## src/rtl/host_comm_pkg.sv

```systemverilog
// host_comm_pkg: shared types and constants for the host-side UART command master.
//   cmd_state_e : command FSM states (idle / sending high byte / sending low byte)
//   rx_state_e  : receive deserialiser states
//   BITS_PER_FRAME, DATA_BITS : 8N1 frame geometry
//   POS_ACK / NEG_ACK         : response bytes returned by the device under test
package host_comm_pkg;

  typedef enum logic [1:0] {
    CMD_IDLE = 2'd0,
    CMD_HIGH = 2'd1,
    CMD_LOW  = 2'd2
  } cmd_state_e;

  typedef enum logic [1:0] {
    RX_IDLE  = 2'd0,
    RX_START = 2'd1,
    RX_DATA  = 2'd2,
    RX_STOP  = 2'd3
  } rx_state_e;

  localparam int unsigned BITS_PER_FRAME = 10;
  localparam int unsigned DATA_BITS      = 8;

  localparam logic [7:0] POS_ACK = 8'hA5;
  localparam logic [7:0] NEG_ACK = 8'hEE;

endpackage

```

## src/rtl/host_comm_uart.sv

```systemverilog
// host_comm_uart: 8N1 UART with independent TX shifter and RX deserialiser.
// Ports:
//   clk, rst_n      : clock, synchronous active-high reset
//   RX              : asynchronous serial input (idles high)
//   TX              : registered serial output (idles high)
//   trmt, tx_data   : start sending tx_data (ignored while a frame is in flight)
//   tx_done         : one-cycle pulse after the stop bit has been sent
//   rx_rdy, rx_data : one-cycle pulse with the received byte at the stop-bit sample
module host_comm_uart
  import host_comm_pkg::*;
#(
  parameter int unsigned BAUD_DIV = 108
) (
  input  logic       clk,
  input  logic       rst_n,
  input  logic       RX,
  output logic       TX,
  input  logic       trmt,
  input  logic [7:0] tx_data,
  output logic       tx_done,
  output logic       rx_rdy,
  output logic [7:0] rx_data
);

  localparam int unsigned CNT_W = $clog2(BAUD_DIV);
  localparam logic [CNT_W-1:0] FULL_CNT = CNT_W'(BAUD_DIV - 1);
  localparam logic [CNT_W-1:0] HALF_CNT = CNT_W'(BAUD_DIV / 2 - 1);

  // TX: shift_q[0] drives the line directly, so an all-ones shifter means idle.
  logic [9:0]       tx_shift_q, tx_shift_d;
  logic             tx_busy_q, tx_busy_d;
  logic [CNT_W-1:0] tx_baud_q, tx_baud_d;
  logic [3:0]       tx_bit_q, tx_bit_d;
  logic             tx_done_q, tx_done_d;

  // RX
  logic             rx_meta_q, rx_sync_q, rx_prev_q;
  rx_state_e        rx_state_q, rx_state_d;
  logic [CNT_W-1:0] rx_baud_q, rx_baud_d;
  logic [3:0]       rx_bit_q, rx_bit_d;
  logic [7:0]       rx_shift_q, rx_shift_d;
  logic [7:0]       rx_data_q, rx_data_d;
  logic             rx_rdy_q, rx_rdy_d;

  assign TX      = tx_shift_q[0];
  assign tx_done = tx_done_q;
  assign rx_rdy  = rx_rdy_q;
  assign rx_data = rx_data_q;

  // TX next-state: start, 8 data bits LSB first, stop; ones shifted in behind.
  always_comb begin
    tx_shift_d = tx_shift_q;
    tx_busy_d  = tx_busy_q;
    tx_baud_d  = tx_baud_q;
    tx_bit_d   = tx_bit_q;
    tx_done_d  = 1'b0;
    if (trmt && !tx_busy_q) begin
      tx_shift_d = {1'b1, tx_data, 1'b0};
      tx_busy_d  = 1'b1;
      tx_baud_d  = '0;
      tx_bit_d   = '0;
    end else if (tx_busy_q) begin
      if (tx_baud_q == FULL_CNT) begin
        tx_baud_d  = '0;
        tx_shift_d = {1'b1, tx_shift_q[9:1]};
        if (tx_bit_q == 4'(BITS_PER_FRAME - 1)) begin
          tx_busy_d = 1'b0;
          tx_done_d = 1'b1;
          tx_bit_d  = '0;
        end else begin
          tx_bit_d = tx_bit_q + 4'd1;
        end
      end else begin
        tx_baud_d = tx_baud_q + CNT_W'(1);
      end
    end
  end

  // RX next-state: sample mid-bit; a start bit that is high again at mid-bit is a glitch.
  always_comb begin
    rx_state_d = rx_state_q;
    rx_baud_d  = rx_baud_q;
    rx_bit_d   = rx_bit_q;
    rx_shift_d = rx_shift_q;
    rx_data_d  = rx_data_q;
    rx_rdy_d   = 1'b0;
    unique case (rx_state_q)
      RX_IDLE: begin
        if (rx_prev_q && !rx_sync_q) begin
          rx_state_d = RX_START;
          rx_baud_d  = '0;
        end
      end
      RX_START: begin
        if (rx_baud_q == HALF_CNT) begin
          rx_baud_d  = '0;
          rx_bit_d   = '0;
          rx_state_d = rx_sync_q ? RX_IDLE : RX_DATA;
        end else begin
          rx_baud_d = rx_baud_q + CNT_W'(1);
        end
      end
      RX_DATA: begin
        if (rx_baud_q == FULL_CNT) begin
          rx_baud_d  = '0;
          rx_shift_d = {rx_sync_q, rx_shift_q[7:1]};
          if (rx_bit_q == 4'(DATA_BITS - 1)) begin
            rx_state_d = RX_STOP;
          end else begin
            rx_bit_d = rx_bit_q + 4'd1;
          end
        end else begin
          rx_baud_d = rx_baud_q + CNT_W'(1);
        end
      end
      RX_STOP: begin
        // The stop-bit level is not qualified: the byte is delivered either way.
        if (rx_baud_q == FULL_CNT) begin
          rx_baud_d  = '0;
          rx_data_d  = rx_shift_q;
          rx_rdy_d   = 1'b1;
          rx_state_d = RX_IDLE;
        end else begin
          rx_baud_d = rx_baud_q + CNT_W'(1);
        end
      end
      default: rx_state_d = RX_IDLE;
    endcase
  end

  // State registers and RX synchroniser.
  always_ff @(posedge clk) begin
    if (rst_n) begin
      tx_shift_q <= '1;
      tx_busy_q  <= 1'b0;
      tx_baud_q  <= '0;
      tx_bit_q   <= '0;
      tx_done_q  <= 1'b0;
      rx_meta_q  <= 1'b1;
      rx_sync_q  <= 1'b1;
      rx_prev_q  <= 1'b1;
      rx_state_q <= RX_IDLE;
      rx_baud_q  <= '0;
      rx_bit_q   <= '0;
      rx_shift_q <= '0;
      rx_data_q  <= '0;
      rx_rdy_q   <= 1'b0;
    end else begin
      tx_shift_q <= tx_shift_d;
      tx_busy_q  <= tx_busy_d;
      tx_baud_q  <= tx_baud_d;
      tx_bit_q   <= tx_bit_d;
      tx_done_q  <= tx_done_d;
      rx_meta_q  <= RX;
      rx_sync_q  <= rx_meta_q;
      rx_prev_q  <= rx_sync_q;
      rx_state_q <= rx_state_d;
      rx_baud_q  <= rx_baud_d;
      rx_bit_q   <= rx_bit_d;
      rx_shift_q <= rx_shift_d;
      rx_data_q  <= rx_data_d;
      rx_rdy_q   <= rx_rdy_d;
    end
  end

endmodule

```

## src/rtl/host_comm_master.sv

```systemverilog
// host_comm_master: PC-host stand-in that sends a 16-bit command as two UART bytes
// (high byte first) and captures the single-byte response.
// Ports:
//   clk, rst_n        : clock, synchronous active-high reset
//   RX / TX           : serial in (from analyzer TX) / serial out (to analyzer RX)
//   cmd, snd_cmd      : command word and its one-cycle send strobe (accepted in idle only)
//   cmd_cmplt         : set once both bytes are sent, cleared by the next accepted snd_cmd
//   rdy, resp         : response-available flag and last received byte
//   clr_resp_rdy      : one-cycle strobe clearing rdy (a same-cycle byte arrival wins)
// Build option: CMD_MASTER_RDY_AUTOCLR_EN makes an accepted snd_cmd also clear rdy.
module host_comm_master
  import host_comm_pkg::*;
#(
  parameter int unsigned BAUD_DIV = 108
) (
  input  logic        clk,
  input  logic        rst_n,
  input  logic        RX,
  output logic        TX,
  input  logic [15:0] cmd,
  input  logic        snd_cmd,
  output logic        cmd_cmplt,
  output logic        rdy,
  output logic [7:0]  resp,
  input  logic        clr_resp_rdy
);

  cmd_state_e state_q, state_d;
  logic [7:0] cmd_lo_q, cmd_lo_d;
  logic       cmplt_q, cmplt_d;
  logic       rdy_q, rdy_d;
  logic [7:0] resp_q, resp_d;
  logic       trmt_c;
  logic [7:0] tx_data_c;
  logic       clr_c;
  logic       tx_done;
  logic       rx_rdy;
  logic [7:0] rx_data;

  assign cmd_cmplt = cmplt_q;
  assign rdy       = rdy_q;
  assign resp      = resp_q;

  host_comm_uart #(.BAUD_DIV(BAUD_DIV)) u_uart (
    .clk     (clk),
    .rst_n   (rst_n),
    .RX      (RX),
    .TX      (TX),
    .trmt    (trmt_c),
    .tx_data (tx_data_c),
    .tx_done (tx_done),
    .rx_rdy  (rx_rdy),
    .rx_data (rx_data)
  );

  // Command FSM: the high byte goes straight from cmd, the low byte from the latch.
  always_comb begin
    state_d   = state_q;
    cmd_lo_d  = cmd_lo_q;
    cmplt_d   = cmplt_q;
    trmt_c    = 1'b0;
    tx_data_c = cmd[15:8];
    unique case (state_q)
      CMD_IDLE: begin
        if (snd_cmd) begin
          cmd_lo_d = cmd[7:0];
          cmplt_d  = 1'b0;
          trmt_c   = 1'b1;
          state_d  = CMD_HIGH;
        end
      end
      CMD_HIGH: begin
        if (tx_done) begin
          trmt_c    = 1'b1;
          tx_data_c = cmd_lo_q;
          state_d   = CMD_LOW;
        end
      end
      CMD_LOW: begin
        if (tx_done) begin
          cmplt_d = 1'b1;
          state_d = CMD_IDLE;
        end
      end
      default: state_d = CMD_IDLE;
    endcase
  end

  // Response flag: a completing byte has priority over any clear.
  always_comb begin
`ifdef CMD_MASTER_RDY_AUTOCLR_EN
    clr_c = clr_resp_rdy || ((state_q == CMD_IDLE) && snd_cmd);
`else
    clr_c = clr_resp_rdy;
`endif
    rdy_d  = rdy_q;
    resp_d = resp_q;
    if (rx_rdy) begin
      rdy_d  = 1'b1;
      resp_d = rx_data;
    end else if (clr_c) begin
      rdy_d = 1'b0;
    end
  end

  always_ff @(posedge clk) begin
    if (rst_n) begin
      state_q  <= CMD_IDLE;
      cmd_lo_q <= '0;
      cmplt_q  <= 1'b0;
      rdy_q    <= 1'b0;
      resp_q   <= '0;
    end else begin
      state_q  <= state_d;
      cmd_lo_q <= cmd_lo_d;
      cmplt_q  <= cmplt_d;
      rdy_q    <= rdy_d;
      resp_q   <= resp_d;
    end
  end

endmodule

```

## config.mk

```make
export PLATFORM = sky130hd
export DESIGN_NAME = host_comm_master
export DESIGN_NICKNAME = d
export VERILOG_FILES = /design/src/rtl/host_comm_pkg.sv /design/src/rtl/host_comm_uart.sv /design/src/rtl/host_comm_master.sv
export SDC_FILE = /design/constraint.sdc
export NUM_CORES = 1
export LEC_CHECK = 0
export CAP_MARGIN = 20
export CORE_MARGIN = 2
export CORE_UTILIZATION = 55
export CTS_CLUSTER_SIZE = 25
export DETAILED_ROUTE_END_ITERATION = 12
export DONT_BUFFER_PORTS = 1
export PLACE_DENSITY = 0.71
export SLEW_MARGIN = 20
export SYNTH_ARGS = -nofsm -noshare
export SYNTH_HDL_FRONTEND = slang
export SYNTH_HIERARCHICAL = 1
export SYNTH_SLANG_ARGS = --single-unit
export TNS_END_PERCENT = 10
```

## constraint.sdc

```tcl
create_clock -name clk -period 2 [get_ports clk]
set_input_delay 0.2 -clock clk [delete_from_list [all_inputs] [get_ports clk]]
set_output_delay 0.2 -clock clk [all_outputs]
set_load 0.05 [all_outputs]
```

== Word-level counts from Yosys, hierarchy flattened ==
Index checks and enable logic that the tools add are counted.
Cells by class
  add/subtract/negate cells: 4
  equal/unequal tests: 19
  muxes and demuxes: 40
  bitwise logic cells: 3
  reductions and logical operators: 24
Operator list (count)
  $mux 7: 4
  $mux 9: 3
  $pmux 7 s3: 1
  $mux 2: 9
  $mux 4: 4
  $mux 8: 2
  $add 7x1->7 const B: 2
  $eq 7x7->1 const B: 2
  $ne 2x1->1 const B: 7
  $mux 1: 12
  $reduce_and 2->1: 5
  $reduce_bool 2->1: 5
  $add 4x1->4 const B: 2
  $pmux 2 s4: 1
  $pmux 4 s2: 1
  $eq 7x6->1 const B: 1
  $eq 2x2->1 const B: 3
  $pmux 2 s3: 1
  $reduce_and 3->1: 2
  $reduce_or 2->1: 3
  $reduce_and 5->1: 1
  $eq 2x1->1 const B: 2
  $eq 4x3->1 const B: 1
  $eq 4x4->1 const B: 1
  other kinds (8): 15
Storage, ports and cells
  flip-flop bits (word level): 75
  input bits: 21
  output and inout port bits: 11
  logic and storage cells: 109

== Depth between registers and ports, before layout ==
  depth after elaboration: 5
  mapped depth: 7
  mapped depth without buffers: 6

== Modules after synthesis ==
The synthesis kept the hierarchy.
Modules (own cells, without submodules)
  host_comm_uart: times used 1, cells each 260, area an instance 2436.1 µm², seq. area each 1101.1 µm²
  host_comm_master: times used 1, cells each 90, area an instance 867.1 µm², seq. area each 400.4 µm²

== Worst setup path before layout ==
Ideal clock, no wire load.
  path kind: register -> register
  from: register state_q[0]
  to: register u_uart.tx_shift_q[8]
  setup time: 127 ps
  arrival: 1740 ps
  data required time: 1873 ps
  slack: 133 ps
  stages on the path, launching flop included: 7
  buffers on the path: 1
  period minus slack after synthesis: 1867 ps
  cell sequence: dfxtp_1 nand2b_1 a21oi_1 nor2b_1 clkbuf_1 mux2_2 or3_1
On the way
  word-level cells in the longest chain between the ends: 5
  elaborated cells between the ends (all ways): 9
  those cells by class: 1 x eq/ne; 3 x mux; 5 x reduce/logical
RTL lines
  start, declared: RTL line host_comm_master.sv:28  | cmd_state_e state_q, state_d;
  start signal, assigned: RTL line host_comm_master.sv:114  | state_q <= state_d;
  $eq 2x1->1 or $logic_not 2->1 (tied branches): RTL line host_comm_master.sv:63  | unique case (state_q)
  $pmux 1 s2 *: RTL line host_comm_master.sv:63
  named net trmt_c: RTL line host_comm_master.sv:33  | logic trmt_c;
  $logic_and 1x1->1 *: RTL line host_comm_uart.sv:57  | if (trmt && !tx_busy_q) begin
  $reduce_bool 2->1 (no line)
  $reduce_and 2->1 (no line)
  end signal, assigned: RTL line host_comm_uart.sv:149  | tx_shift_q <= tx_shift_d;
  end, declared: RTL line host_comm_uart.sv:30  | logic [9:0] tx_shift_q, tx_shift_d;
The timed path passes the listed nets; every way through them passes the cells marked *.
A chain may end at the register's enable or synchronous reset.

== Final worst setup path ==
  from: register u_uart.rx_baud_q[0]
  to: register u_uart.rx_bit_q[3]
On the way
  word-level cells in the longest chain between the ends: 3
  elaborated cells between the ends (all ways): 5
  those cells by class: 4 x eq/ne; 1 x reduce/logical
RTL lines
  start, declared: RTL line host_comm_uart.sv:39  | logic [CNT_W-1:0] rx_baud_q, rx_baud_d;
  start signal, assigned: RTL line host_comm_uart.sv:158  | rx_baud_q <= rx_baud_d;
  $eq 7x7->1 or $eq 7x6->1 (tied branches): RTL line host_comm_uart.sv:104, host_comm_uart.sv:95
  $ne 2x1->1 (no line)
  $reduce_and 4->1 (no line) *
  end signal, assigned: RTL line host_comm_uart.sv:159  | rx_bit_q <= rx_bit_d;
  end, declared: RTL line host_comm_uart.sv:40  | logic [3:0] rx_bit_q, rx_bit_d;
Every way passes the cells marked *; elsewhere a longest branch is shown, timed or not.

==> flow_summary.yaml <==
run_status:
  status: "finished clean"
timing:
  tightest_slew_ns: 0.527
  worst_clock_skew_ns: 0.0100
  slew_headroom_pct: 64.8
  clock.fmax_mhz: 518
  rsz0062_at_grt: "no"
  tns_ns: 0
  finalSetupViolCount: 0
  maxSlewViolCount: 0
  worst_hold_slack_ns: 0.0390
  period_needed_ns: 1.93
  final_hold_viol_count: 0
  fin_crit_sh_pct: 96.5
critical_path:
  r2r_setup_slack_ns: 0.07
  setup.worst_path.start_class: "flop"
  cp.required_ns: 2.24
  r2r-end: "u_uart/rx_bit_q[3]"
  crit_path_end_kind: "flop"
  worstPathMaxFanout: 5
  worst-r2r-cell-count: 5
  arrival_ns: 2.17
  crit_type: "flop to flop"
  rr_startpoint: "u_uart/rx_baud_q[0]"
cts:
  cts_tree: "built"
  clockBufferDepth: 2
  cts.sinks: 75
  clk_latency_ns: 0.34
  clk_pin_slew_worst_paths_ns: 0.07
  numCtsBuffers: 9
  h-tree-depth: 3
  root_buffer: "clkbuf_8"
synth:
  synth_xor_area_share_pct: 1.86
  netlist_instances: 350
  dominantRegCellSynth: "dfxtp_1"
  async_flop_share_pct: 0
  yosys.area.top_type: "dfxtp_1"
  synth.top_cell.area_share_pct: 45.5
  syn_nets: 375
  mappedNetlistArea_um2: 3300
  avgSynthCellArea_um2: 9.44
  synth_fa_ha_area_share_pct: 1.52
  ys_ff_latch: 75
  synth-simple-area-share_pct: 23.1
  ys_seq_area_share_pct: 45.5
  ys_types: 58
  yosysWarnings: 6
  muxShareOfSynthArea_pct: 11.9
  synth-edff-count: 0
  synth_top_family_by_area: "simple AND/OR/NAND/NOR gates"
  synth_area_leaders: "dfxtp_1, mux2i_1, nor2_1, nand2_1, a21oi_1"
  synth_compound_area_share_pct: 13.1
route:
  ant_nets: 0
  first_pass_iters: 4
  vias: 2418
  drtIter0Drc: 149
  wire_per_inst_um: 13.1
  routed_via_density: 5.46
  drt_wl_total_um: 5810
  drc_errors: 0
cells_and_area:
  antenna_cells: 0
  finish.instance_area_um2: 3670
  fin_util_pct: 62.7
  syn2layout_area_growth_pct: 11.0
  drive_above_1_share_pct: 14.4
  instances_no_fill: 443
  fin_nets: 389
placed_design:
  dp.cells: 417
  dp_hpwl_um: 3740
  dpl_cell_area_um2: 3380
  gp_congestion: 0.824
  portBuffers: 0
floorplan:
  dieHeight_um: 81.5
  core_um2: 5850
  die_area_um2: 6640
  fp-row-count: 28
  start_util_pct: 56.5
  ios: 32
  fp.dieW_um: 81.5
global_routing:
  grt_pass1_vias: 2304
  grt_max_degree: 52
  grt_usage_pct: 19.2
  grt_pass1_wl_um: 9800
  grt.overflow.total: 0
  antenna_found_initial: 0
flow_run:
  cap_violations: 0
power:
  p_leak_nw: 1.43
  powerDensity_nw_per_um2: 796
  ir_drop_mv: 0.662
hold_path:
  hold_class: "input pin to flop"
  hold_path_end: "u_uart/tx_shift_q[2]"
  hold_depth: 2
  min_from: "rst_n"
==> placed cells by master, fill, tap and decap left out, types with 6 or more instances in the layout <==
| master | synthesis | routed |
|---|---|---|
| a221o_1 | 7 | 7 |
| a21oi_1 | 24 | 24 |
| nand2_1 | 34 | 34 |
| mux2_4 | 8 | 8 |
| buf_4 | 1 | 7 |
| clkbuf_8 | 0 | 10 |
| o21ai_0 | 6 | 6 |
| nor3_1 | 7 | 7 |
| a21o_1 | 8 | 8 |
| mux2i_1 | 25 | 25 |
| nand3_1 | 7 | 7 |
| nor2_1 | 44 | 44 |
| dfxtp_1 | 75 | 75 |
| nor2b_1 | 6 | 6 |
| inv_1 | 8 | 8 |
| dlygate4sd3_1 | 0 | 10 |
==> per-stage QoR <==
| stage | power (mW) | setup WS (ns) |
|---|---|---|
| global placement | 1.91 | 0.126 |
| detailed placement | 1.92 | 0.0728 |
| floorplan | 1.85 | 0.133 |
| finish | 2.92 | 0.0694 |
| global route | 3.06 | 0.00475 |
| CTS | 2.96 | 0.0552 |
==> worst max-delay path, cell delays in order (launching register included) <==
cell and delay [ns]:
dfxtp_1 0.40, ha_1 0.26, nand2_1 0.17, or4_4 0.61
o2111a_1 0.26, a21o_1 0.15
==> cells by family after synthesis <==
logic type / after synthesis
and+or+nand+nor: 142
DFF: 75
muxes: 35
buffers and inverters: 23
adders and majority gates: 4
xor gates and xnor gates: 7
AOI/OAI and AO/OA: 64
==> timing repair <==
action / CTS / global route
hold buffers: 11 / 0
setup buffers: 0 / 0
endpoints found under the hold margin: 51 / 0
resized for setup: 0 / 1
setup endpoints to repair: 0 / 1
==> flip-flops by register name, indices dropped and copies added, names as in the netlist, named ones only <==
register           cells
u_uart/rx_shift_q      8
rdy                    1
u_uart/rx_baud_q       7
resp                   8
u_uart/rx_rdy          1
cmd_cmplt              1
u_uart/tx_bit_q        4
cmd_lo_q               8
u_uart/tx_baud_q       7
u_uart/rx_data         8
u_uart/tx_shift_q      9
u_uart/tx_busy_q       1
u_uart/rx_meta_q       1
u_uart/tx_done         1
state_q                2
u_uart/rx_state_q      1
u_uart/rx_prev_q       1
u_uart/rx_bit_q        4
u_uart/rx_sync_q       1
==> cell usage after synthesis, types with 7 or more instances <==
cell type,count
dfxtp_1,75
nand2_1,34
inv_1,8
a221o_1,7
mux2i_1,25
nand3_1,7
clkbuf_1,9
a21o_1,8
nor2_1,44
nor3_1,7
mux2_4,8
a21oi_1,24
==> power breakdown <==
part,switching [mW],internal [mW]
registers,0.0509,1.55
clock network,0.520,0.478
logic,0.167,0.152
==> worst max path at each step <==
stage	start	to	slack [ns]	cells after the start
floorplan	state_q[0]	u_uart/tx_shift_q[8]	0.13	6
global placement	state_q[0]	u_uart/tx_shift_q[8]	0.13	5
detailed placement	state_q[0]	u_uart/tx_shift_q[8]	0.07	5
CTS	state_q[0]	u_uart/tx_shift_q[8]	0.06	5
global route	state_q[0]	u_uart/tx_shift_q[8]	0.005	5
finish	u_uart/rx_baud_q[0]	u_uart/rx_bit_q[3]	0.07	5
==> per-layer routing <==
| metal | part of all wire (%) | GRT usage (%) | vias up |
|---|---|---|---|
| li1 | - | - | 1259 |
| met1 | 46 | 21.8 | 1104 |
| met2 | 49 | 33.9 | 50 |
| met3 | 4.3 | 6.26 | 5 |
| met4 | 0.65 | 6.10 | 0 |
| met5 | 0 | 0 | - |
==> layout make-up <==
class                           count  area, µm²
Tap cell                           75       93.8
Clock inverter                      4       27.5
Clock buffer                       11        141
Inverter                            8       30.0
Multi-Input combinational cell    252       1700
Fill cell                         489       2180
Timing Repair Buffer               18        173
Sequential cell                    75       1500
(Power assumes the default switching activity.)
